**config.mk**
```make
export PLATFORM = sky130hd
export DESIGN_NAME = magcmp_serial
export DESIGN_NICKNAME = d
export VERILOG_FILES = /design/src/rtl/magcmp_pkg.sv /design/src/rtl/magcmp_digit.sv /design/src/rtl/magcmp_serial.sv
export SDC_FILE = /design/constraint.sdc
export NUM_CORES = 1
export LEC_CHECK = 0
export ABC_AREA = 1
export BUFFER_PORTS_ARGS = -buffer_cell sky130_fd_sc_hd__buf_4
export CAP_MARGIN = 10
export CORE_ASPECT_RATIO = 1.1
export CORE_UTILIZATION = 55
export DETAILED_ROUTE_END_ITERATION = 12
export GPL_TIMING_DRIVEN = 0
export PLACE_DENSITY = 0.82
export SLEW_MARGIN = 10
export SYNTH_ARGS = -nofsm -noshare
export SYNTH_HDL_FRONTEND = slang
export SYNTH_HIERARCHICAL = 1
export SYNTH_SLANG_ARGS = --single-unit
```
**constraint.sdc**
```tcl
create_clock -name clk -period 3.8 [get_ports clk]
set_clock_uncertainty 0.15 [all_clocks]
set_input_delay 0.76 -clock clk [delete_from_list [all_inputs] [get_ports clk]]
set_output_delay 0.76 -clock clk [all_outputs]
set_load 0.01 [all_outputs]
```
**src/rtl/magcmp_pkg.sv**
```systemverilog
// Shared types and helpers for the serial magnitude comparator.
package magcmp_pkg;

   typedef enum logic [1:0] {
      IDLE = 2'd0,
      RUN  = 2'd1,
      DONE = 2'd2
   } state_t;

   // Internal result encoding; RES_NONE means no decision reached yet.
   localparam logic [1:0] RES_NONE = 2'd0;
   localparam logic [1:0] RES_GT   = 2'd1;
   localparam logic [1:0] RES_EQ   = 2'd2;
   localparam logic [1:0] RES_LT   = 2'd3;

   function automatic int unsigned clog2(input int unsigned v);
      int unsigned r;
      r = 0;
      while ((32'd1 << r) < v) r = r + 1;
      return r;
   endfunction

endpackage

```
**src/rtl/magcmp_digit.sv**
```systemverilog
// Combinational DIGIT-bit compare; invert_msb flips the sign bit so a
// two's-complement top digit orders correctly under an unsigned compare.
module magcmp_digit #(
   parameter int unsigned DIGIT = 4
) (
   input  logic [DIGIT-1:0] a_d,
   input  logic [DIGIT-1:0] b_d,
   input  logic             invert_msb,
   output logic             gt_d,
   output logic             eq_d
);

   logic [DIGIT-1:0] a_x;
   logic [DIGIT-1:0] b_x;

   always_comb begin
      a_x            = a_d;
      b_x            = b_d;
      a_x[DIGIT-1]   = a_d[DIGIT-1] ^ invert_msb;
      b_x[DIGIT-1]   = b_d[DIGIT-1] ^ invert_msb;
   end

   assign gt_d = (a_x > b_x);
   assign eq_d = (a_x == b_x);

endmodule

```
**src/rtl/magcmp_serial.sv**
```systemverilog
// Multi-cycle MSB-first magnitude comparator, DIGIT bits per cycle.
// Optional: define MAGCMP_EARLY_EXIT_EN to finish on the first differing digit.
module magcmp_serial
   import magcmp_pkg::*;
#(
   parameter int unsigned WIDTH  = 16,
   parameter int unsigned DIGIT  = 4,
   parameter int unsigned SIGNED = 0
) (
   input  logic             clk,
   input  logic             rst_n,
   input  logic             start,
   input  logic [WIDTH-1:0] a,
   input  logic [WIDTH-1:0] b,
   output logic             busy,
   output logic             done,
   output logic             gt,
   output logic             eq,
   output logic             lt
);

   localparam int unsigned NDIG = WIDTH / DIGIT;
   localparam int unsigned IDXW = (NDIG > 1) ? clog2(NDIG) : 1;

   state_t           state;
   state_t           state_nxt;
   logic [WIDTH-1:0] sh_a;
   logic [WIDTH-1:0] sh_b;
   logic [IDXW-1:0]  idx;
   logic [1:0]       res;
   logic [1:0]       res_nxt;
   logic             accept;
   logic             last;
   logic             invert;
   logic             gt_d;
   logic             eq_d;

   assign last   = (idx == IDXW'(NDIG - 1));
   assign invert = (SIGNED != 0) && (idx == '0);

   magcmp_digit #(.DIGIT(DIGIT)) u_digit (
      .a_d       (sh_a[WIDTH-1 -: DIGIT]),
      .b_d       (sh_b[WIDTH-1 -: DIGIT]),
      .invert_msb(invert),
      .gt_d      (gt_d),
      .eq_d      (eq_d)
   );

   always_ff @(posedge clk or negedge rst_n) begin
      if (!rst_n) state <= IDLE;
      else        state <= state_nxt;
   end

   // Next state; res freezes at the first decision and later digits leave it alone.
   always_comb begin
      state_nxt = state;
      res_nxt   = res;
      accept    = 1'b0;
      case (state)
         IDLE: begin
            if (start) begin
               accept    = 1'b1;
               state_nxt = RUN;
            end
         end
         RUN: begin
            if (res == RES_NONE) begin
               if (!eq_d)     res_nxt = gt_d ? RES_GT : RES_LT;
               else if (last) res_nxt = RES_EQ;
            end
`ifdef MAGCMP_EARLY_EXIT_EN
            if (!eq_d || last) state_nxt = DONE;
`else
            if (last) state_nxt = DONE;
`endif
         end
         DONE: begin
            if (start) begin
               accept    = 1'b1;
               state_nxt = RUN;
            end else begin
               state_nxt = IDLE;
            end
         end
         default: state_nxt = IDLE;
      endcase
      if (accept) res_nxt = RES_NONE;
   end

   always_ff @(posedge clk or negedge rst_n) begin
      if (!rst_n) begin
         sh_a <= '0;
         sh_b <= '0;
         idx  <= '0;
         res  <= RES_NONE;
         busy <= 1'b0;
         done <= 1'b0;
         gt   <= 1'b0;
         eq   <= 1'b0;
         lt   <= 1'b0;
      end else begin
         busy <= (state_nxt == RUN);
         done <= (state_nxt == DONE);
         res  <= res_nxt;
         if (accept) begin
            sh_a <= a;
            sh_b <= b;
            idx  <= '0;
            gt   <= 1'b0;
            eq   <= 1'b0;
            lt   <= 1'b0;
         end else if (state == RUN) begin
            sh_a <= sh_a << DIGIT;
            sh_b <= sh_b << DIGIT;
            idx  <= idx + IDXW'(1);
            // Visible result changes only on the edge that enters DONE.
            if (state_nxt == DONE) begin
               gt <= (res_nxt == RES_GT);
               eq <= (res_nxt == RES_EQ);
               lt <= (res_nxt == RES_LT);
            end
         end
      end
   end

endmodule

```
# ---- Yosys cells after proc, flatten, opt, wreduce, memory -nomap -nowiden
# Cells that the tools add are included.
dict set report totals {
  register_bits 43
  elab_cells 54
}
dict set report op_classes {
  addsub 1
  magnitude_cmp 1
  n_eq_ne 9
  muxes 27
  reduce_logical 6
}
# cell count
set ops {}
lappend ops {{$mux W16} 4}
lappend ops {{$mux W2} 10}
lappend ops {{$mux W1} 12}
lappend ops {{$eq A2 B2 Y1 const B} 5}
lappend ops {{$eq A2 B1 Y1 const B} 3}
lappend ops {{$pmux W2 S3} 1}
lappend ops {{$eq A4 B4 Y1} 1}
lappend ops {{$gt A4 B4 Y1} 1}
lappend ops {{$logic_not A2 Y1} 2}
lappend ops {{$reduce_bool A2 Y1} 2}
lappend ops {{$add A2 B1 Y2 const B} 1}
lappend ops {{$reduce_and A2 Y1} 1}
lappend ops {{$reduce_or A2 Y1} 1}

# ---- Depth between registers and ports, before layout
# Gate-level depths: netlist of the first run.
dict set report depth {
  word_depth 10
  depth_mapped 12
}

# ---- Hierarchy
# Netlist of the first run, hierarchy kept.
# module instances cells_each area_each_um2
set modules_own_cells {}
lappend modules_own_cells {magcmp_serial 1 189 1973.1}
lappend modules_own_cells {magcmp_digit 1 20 136.4}

# ---- Least setup slack after synthesis of the first run
# No wires, ideal clock.
dict set report synth_path {
  kind {register to register}
  from {reg sh_a[15]}
  to {reg lt}
  arrival_ps 1378
  setup_slack_ps 2149
  path_stages_with_launch 10
  path_buffers 0
  path_cell_list {dfrtp_1 -> xor2_1 -> ha_1 -> nand2_2 -> nor2_2 -> nand2_1 -> nand2_1 -> nor2_1 -> nor2_1 -> o21ai_1}
}
dict set report synth_via {
  elab_cells_between_ends 11
  cone_classes {order compare (1); eq/ne (2); mux (8)}
}
# item line
set synth_lines {}
lappend synth_lines {{start: declaration} magcmp_serial.sv:27} ;# logic [WIDTH-1:0] sh_a;
lappend synth_lines {{start signal: assignment} magcmp_serial.sv:113} ;# sh_a <= sh_a << DIGIT;
lappend synth_lines {{$eq A4 B4 Y1} magcmp_digit.sv:24} ;# assign eq_d = (a_x == b_x);
lappend synth_lines {{net eq_d} magcmp_serial.sv:36} ;# logic eq_d;
lappend synth_lines {{$mux W2} magcmp_serial.sv:68} ;# if (!eq_d) res_nxt = gt_d ? RES_GT : RES_LT;
lappend synth_lines {{$mux W2} magcmp_serial.sv:67} ;# if (res == RES_NONE) begin
lappend synth_lines {{$mux W2} magcmp_serial.sv:59} ;# case (state)
lappend synth_lines {{$mux W2} magcmp_serial.sv:87} ;# if (accept) res_nxt = RES_NONE;
lappend synth_lines {{$eq A2 B2 Y1} magcmp_serial.sv:120} ;# lt <= (res_nxt == RES_LT);
lappend synth_lines {{$mux W1} magcmp_serial.sv:117} ;# if (state_nxt == DONE) begin
lappend synth_lines {{$mux W1} magcmp_serial.sv:112} ;# end else if (state == RUN) begin
lappend synth_lines {{$mux W1} magcmp_serial.sv:105} ;# if (accept) begin
lappend synth_lines {{end signal: assignment} magcmp_serial.sv:120}
lappend synth_lines {{end: declaration} magcmp_serial.sv:19} ;# output logic lt
# The timed path passes the listed nets, and every way through them passes these cells. The select of a mux whose other input is x is not followed.
# A chain may end at the register's enable or synchronous reset.

# ---- Worst setup path in the final report of the first run
# Ends and elaborated chain as after synthesis.

==> flow_summary.json, run 1 <==
{
  "holdCritPathClass": "primary input to async pin",
  "cp_max_fo": 4,
  "synthFlopType": "dfrtp_1",
  "fmax_mhz": 549,
  "cts_setup_buffers": 0,
  "grt_pass1_wl_mm": 6.84,
  "grt_max_degree": 44,
  "yosysWarnings": 6,
  "hold_violations": 0,
  "synthToLayoutAreaGrowth_pct": 22.6,
  "grtUsageTotal": 0.234,
  "worst_slew_pin_slew_ps": 535,
  "dpl.hpwl_mm": 2.94,
  "power.density_nw_per_um2": 853,
  "postRouteAntennaNets": 0,
  "tns_ps": 0,
  "numClockSinks": 43,
  "ys_top_cells_by_area": "dfrtp_1 (51%), nand2_1 (8.7%), o221ai_2 (7.8%), inv_1 (5.9%), o211ai_2 (4.7%)",
  "cts.clk_slew.worst_paths_ps": 80,
  "ctsResizeCount": 0,
  "dr.first_iter.drc_count": 47,
  "hold_ws_ps": 283,
  "instances_no_fill": 307,
  "synthTopCellsByCount": "nand2_1 (49), dfrtp_1 (43), inv_1 (33), o21ai_1 (12), o221ai_2 (11)",
  "grt_setup_unrepaired": "no",
  "viasPerCell": 4.98,
  "regArea_um2": 1080,
  "clkLatencyLatePin_ps": 300,
  "grt_overflow": 0,
  "via_count": 1529,
  "core-area_um2": 3650,
  "slew_viol_final": 0,
  "outcome": "finished, final reports clean",
  "fp.dieW_um": 61.1,
  "end_kind": "flop",
  "r2r-end": "lt",
  "routed_wl_mm": 4.06,
  "synth-edff-count": 0,
  "fin_crit_sh": 0.480,
  "async_flop_share": 1.00,
  "wl_per_cell_um": 13.2,
  "rrSetupSlack_ps": 1980,
  "fill_cells": 296,
  "yosys.area.top_type_share": 0.510,
  "ff2ff_path_depth": 9,
  "cts-root-buf": "clkbuf_8",
  "synth.most_common_cell": "nand2_1",
  "ir_drop_mv": 0.433,
  "max_slew_margin": 0.644,
  "synthCells": 209,
  "cap_violations": 0,
  "yosysTopAreaCell": "dfrtp_1",
  "die_h_um": 67.0,
  "io_buffers": 39,
  "nNetsFinal": 296,
  "crit_type": "flop to flop",
  "htree_levels": 2,
  "dp_cells": 299,
  "first_pass_iters": 4,
  "min_period_ps": 1820,
  "drc_errors": 0,
  "gp_routability_congestion": 0.843,
  "cp_data_required_time_ps": 3830,
  "r2r-start": "sh_a[15]",
  "dieArea_um2": 4090,
  "ys_seq_elements": 43,
  "cts_buffer_depth": 2,
  "syn_area_um2": 2110,
  "ys_seq_area_frac": 0.510,
  "drive_gt1_frac": 0.362,
  "worstPathArrival_ps": 1850,
  "p_leak_nw": 1.27,
  "cts_tree": "yes",
  "grt_pass1_vias": 1526,
  "setup_viol": 0,
  "hold_buffers": 0,
  "antenna_cells": 0,
  "antenna_found_initial": 0,
  "netlist-cell-type-count": 29,
  "multi_input_area_um2": 820,
  "start_util": 0.577,
  "rows": 23,
  "critPathLaunchType": "flop",
  "synth.avg_cell_area_um2": 10.1,
  "ioPinCount": 40,
  "cts_made_buffers": 5
}
sequential cells by signal, indices dropped and copies added (netlist names):
register  count
eq            1
state         2
busy          1
gt            1
res           2
idx           2
sh_a         16
sh_b         16
lt            1
done          1
stage by stage:
step	worst slack [ps]	instance area, um^2	total power [mW]	utilization
floorplan	2150	2110	1.58	-
global placement	2050	2470	1.81	0.675
detailed placement	2000	2470	1.85	0.675
CTS	1990	2590	2.22	0.708
global route	1850	2590	2.38	0.708
finish	1980	2590	2.21	0.708
worst max path at each step:
stage	startpoint	end	slack [ps]	cells after the start
floorplan	sh_a[15]	lt	2150	9
global placement	sh_a[15]	lt	2050	9
detailed placement	sh_a[15]	lt	2000	9
global route	sh_a[15]	lt	1850	9
CTS	sh_a[15]	lt	1990	9
finish	sh_a[15]	lt	1980	9
worst max-delay path, stage by stage, from the launching register on:
cell and delay [ps]:
dfrtp_1 390, xor2_1 150, ha_1 310, nand2_2 80
nor2_2 200, nand2_1 70, nand2_1 90, nor2_1 50
nor2_1 140, o21ai_1 90
placed cells by master, fill, tap and decap left out:
master,count
buf_6,3
inv_2,4
o21ai_2,1
clkinv_1,1
clkbuf_8,6
o211ai_2,8
dfrtp_1,43
bufinv_16,1
inv_4,1
o21bai_1,1
o21ai_1,12
nor2_1,6
nor2_2,2
a22o_1,1
clkinv_2,1
nand2_1,49
xnor2_1,1
o221ai_1,5
inv_1,33
nand3_2,1
nor2_8,1
buf_4,39
buf_2,4
nand3_1,1
conb_1,2
nand2_4,2
buf_8,1
o221ai_2,11
a21oi_1,3
xor2_1,1
ha_1,5
a21oi_2,1
nand2_2,6
cell type report:
cell class / count / area share
tap: 50 / 0.0242
buffer: 8 / 0.0266
inverter: 39 / 0.0576
multi-input combinational: 120 / 0.317
sequential: 43 / 0.416
timing repair buffer: 39 / 0.113
clock inverter: 2 / 0.0135
clock buffer: 6 / 0.0319
cell families (layout without fill, tap and decap cells):
family / Yosys count / in the layout / share of synthesized area
xor gates and xnor gates: 2 / 2 / 0.00831
adders and majority gates: 5 / 5 / 0.0297
and+or+nand+nor: 68 / 68 / 0.149
buffers and inverters: 47 / 94 / 0.103
DFF: 43 / 43 / 0.510
AOI/OAI and AO/OA: 43 / 43 / 0.198
other: 1 / 2 / 0.00178
routing by layer:
layer | vias up | global-route usage | routed length (um)
met5 | - | 0 | 0
met4 | 0 | 0.0909 | 82
met3 | 8 | 0.0621 | 140
met2 | 30 | 0.386 | 2030
met1 | 722 | 0.288 | 1810
li1 | 769 | - | -
where the power goes:
part / internal, mW / switching (mW)
Clock: 0.213 / 0.154
Combinational: 0.441 / 0.650
Sequential: 0.664 / 0.0851
Total: 1.32 / 0.889
Power figures use the tool's default switching activity.
==> inputs of run 2 (changes only) <==
Settings changed: ABC_AREA 1 to 0, CORE_UTILIZATION 55 to 54, PLACE_DENSITY 0.82 to 0.81.
Clock period 3.8 ns to 1.8 ns, I/O delays scaled along.
==> flow_summary.json, run 2 <==
{
  "grt_setup_unrepaired": "yes",
  "violations": "negative setup slack",
  "clkLatencyLatePin_ps": 300,
  "ys_seq_area_frac": 0.521,
  "slew_viol_final": 0,
  "dieArea_um2": 4070,
  "gp_routability_congestion": 0.808,
  "critPathSlowestCell": "dfrtp_1",
  "setup_viol": 2,
  "drc_errors": 0,
  "tns_ps": -119,
  "synthTopCellsByCount": "dfrtp_1 (43), nand2_1 (27), nand3_1 (24), a22oi_2 (20), a22o_1 (9)",
  "grt_pass1_vias": 1494,
  "cap_violations": 0,
  "p_sw_mw": 1.72,
  "synthFlopType": "dfrtp_1",
  "netlist-cell-type-count": 33,
  "via_count": 1522,
  "drt-met1-wl_mm": 1.82,
  "power.density_nw_per_um2": 1720,
  "cp_num_buf_inv": 0,
  "synth-edff-count": 0,
  "mostFrequentLayoutCells": "dfrtp_1 (43), buf_4 (42), nand2_1 (27), nand3_1 (24), a22oi_2 (20)",
  "ioPinCount": 40,
  "end_kind": "flop",
  "crit_chain": "xor2_1, ha_1, and4_4, a21oi_4, nand2b_1, a211oi_2, a31o_2",
  "holdCritPathClass": "primary input to flop",
  "wl_met3_um": 175,
  "start_util": 0.565,
  "outcome": "complete, but fails checks",
  "fp.dieW_um": 61.0,
  "crit_type": "flop to flop",
  "io_buffers": 39,
  "fmax_mhz": 532,
  "synth.most_common_cell": "dfrtp_1",
  "antenna_found_initial": 0,
  "critPathTopFamily": "simple AND/OR/NAND/NOR gates",
  "ir_drop_mv": 0.798,
  "wl_per_cell_um": 14.3,
  "reg_top3": "sh_a: 16 flops, sh_b: 16 flops",
  "viasPerCell": 5.34,
  "hold_ws_ps": 126,
  "yosys.area.top_type_share": 0.521,
  "final_common_cell": "dfrtp_1",
  "worst_slew_pin_slew_ps": 520,
  "critPathLaunchType": "flop",
  "yosysTopAreaCell": "dfrtp_1",
  "grt_overflow": 0,
  "grt_max_degree": 44,
  "worstPathArrival_ps": 1920,
  "nNetsFinal": 274,
  "cts.clk_slew.worst_paths_ps": 70,
  "cp_max_fo": 5,
  "pre_cts_slack_ps": -112,
  "cts_made_buffers": 5,
  "fin_ws_ps": -79.5,
  "hold_violations": 0,
  "top_layer_used": "met4",
  "grt_pass1_wl_mm": 6.70,
  "drive_gt1_frac": 0.383,
  "rows": 23,
  "htree_levels": 2,
  "routed_wl_mm": 4.07,
  "seqPwrFrac": 0.377,
  "min_period_ps": 1880,
  "first_pass_iters": 4,
  "cts-root-buf": "clkbuf_8",
  "cts_buffer_depth": 2,
  "die_h_um": 66.9,
  "antenna_cells": 0,
  "utilization": 0.702,
  "synthToLayoutAreaGrowth_pct": 24.3,
  "wl_met2_mm": 2.01,
  "postRouteAntennaNets": 0,
  "syn_area_um2": 2060,
  "numClockSinks": 43,
  "ys_seq_elements": 43,
  "fin_crit_sh": 1.04,
  "yosysWarnings": 6,
  "cpPeakStageDelay_ps": 390,
  "cts_tree": "yes",
  "grtUsageTotal": 0.234,
  "comb_power_share": 0.473,
  "dpl.hpwl_mm": 2.99,
  "p_int_mw": 2.70,
  "async_flop_share": 1.00,
  "cp_data_required_time_ps": 1840,
  "max_slew_margin": 0.653,
  "core-area_um2": 3650,
  "swShare": 0.389,
  "dr.first_iter.drc_count": 45,
  "ys_top_cells_by_area": "dfrtp_1 (52%), a22oi_2 (12%), nand3_1 (5.8%), nand2_1 (4.9%), a22o_1 (3.8%)",
  "p_clk_frac": 0.150,
  "synthCells": 185,
  "fill_cells": 294,
  "p_leak_nw": 1.24,
  "synth.avg_cell_area_um2": 11.2
}
[run 2: logic make-up after synthesis]
family | after synthesis | synth area share
flip-flops | 43 | 0.521
buffers and inverters | 20 | 0.0654
AO/OA/AOI/OAI | 46 | 0.215
XOR/XNOR | 2 | 0.00849
other | 1 | 0.00182
adder cells (fa/ha/maj) | 5 | 0.0303
AND/OR/NAND/NOR | 68 | 0.158
[run 2: worst paths after layout]
kind | start | end | slack (ps) | depth (start not counted)
max | sh_a[15] | gt | -80 | 7
min | b[3] | sh_b[3] | 130 | 2
max reg2reg | sh_a[15] | gt | -80 | 7
min reg2reg | sh_a[4] | sh_a[8] | 350 | 2
max in group asynchronous | rst_n | idx[0] | 720 | 2
min in group asynchronous | rst_n | done | 420 | 2
[run 2: worst reg2reg max path: stages, from the launching register on]
cell	delay, ps
dfrtp_1	390
xor2_1	140
ha_1	350
and4_4	280
a21oi_4	50
nand2b_1	120
a211oi_2	70
a31o_2	220
[run 2: power by group through the flow]
| stage | clock network, mW | logic, mW | registers (mW) |
|---|---|---|---|
| final | 0.663 | 2.09 | 1.67 |
| after floorplan | 0 | 1.53 | 1.63 |
| after global routing | 0.714 | 2.32 | 1.72 |
| after global placement | 0 | 1.94 | 1.66 |
| after CTS | 0.674 | 2.09 | 1.66 |
| after detailed placement | 0 | 2.00 | 1.68 |
[run 2: cell type report]
type / count / area [um^2] / share of cell area
Buffer: 14 / 113 / 0.0439
Clock buffer: 8 / 100 / 0.0390
Inverter: 6 / 22.5 / 0.00878
Multi-Input combinational cell: 123 / 882 / 0.344
Sequential cell: 43 / 1080 / 0.419
Tap cell: 50 / 62.6 / 0.0244
Timing Repair Buffer: 41 / 310 / 0.121
[run 2: metrics by stage]
stage / cell area, um^2 / power, mW / cells
2_1_floorplan: 2070 / 3.16 / 186
6_report: 2570 / 4.43 / 285
3_3_place_gp: 2430 / 3.60 / 275
5_1_grt: 2570 / 4.76 / 285
4_1_cts: 2560 / 4.43 / 285
3_5_place_dp: 2430 / 3.68 / 275
[run 2: per-layer routing]
layer	vias up	GRT usage
met5	-	0
met4	0	0.0767
met3	6	0.0718
met2	33	0.382
met1	723	0.292
li1	760	-
[run 2: timing repair]
action / in CTS / in global routing
resized for setup: 3 / 1
pin swaps: 3 / 0
setup endpoints to repair: 3 / 3
hold buffers: 1 / 0
buffers inserted: 1 / 0
endpoints found under the hold margin: 43 / 0
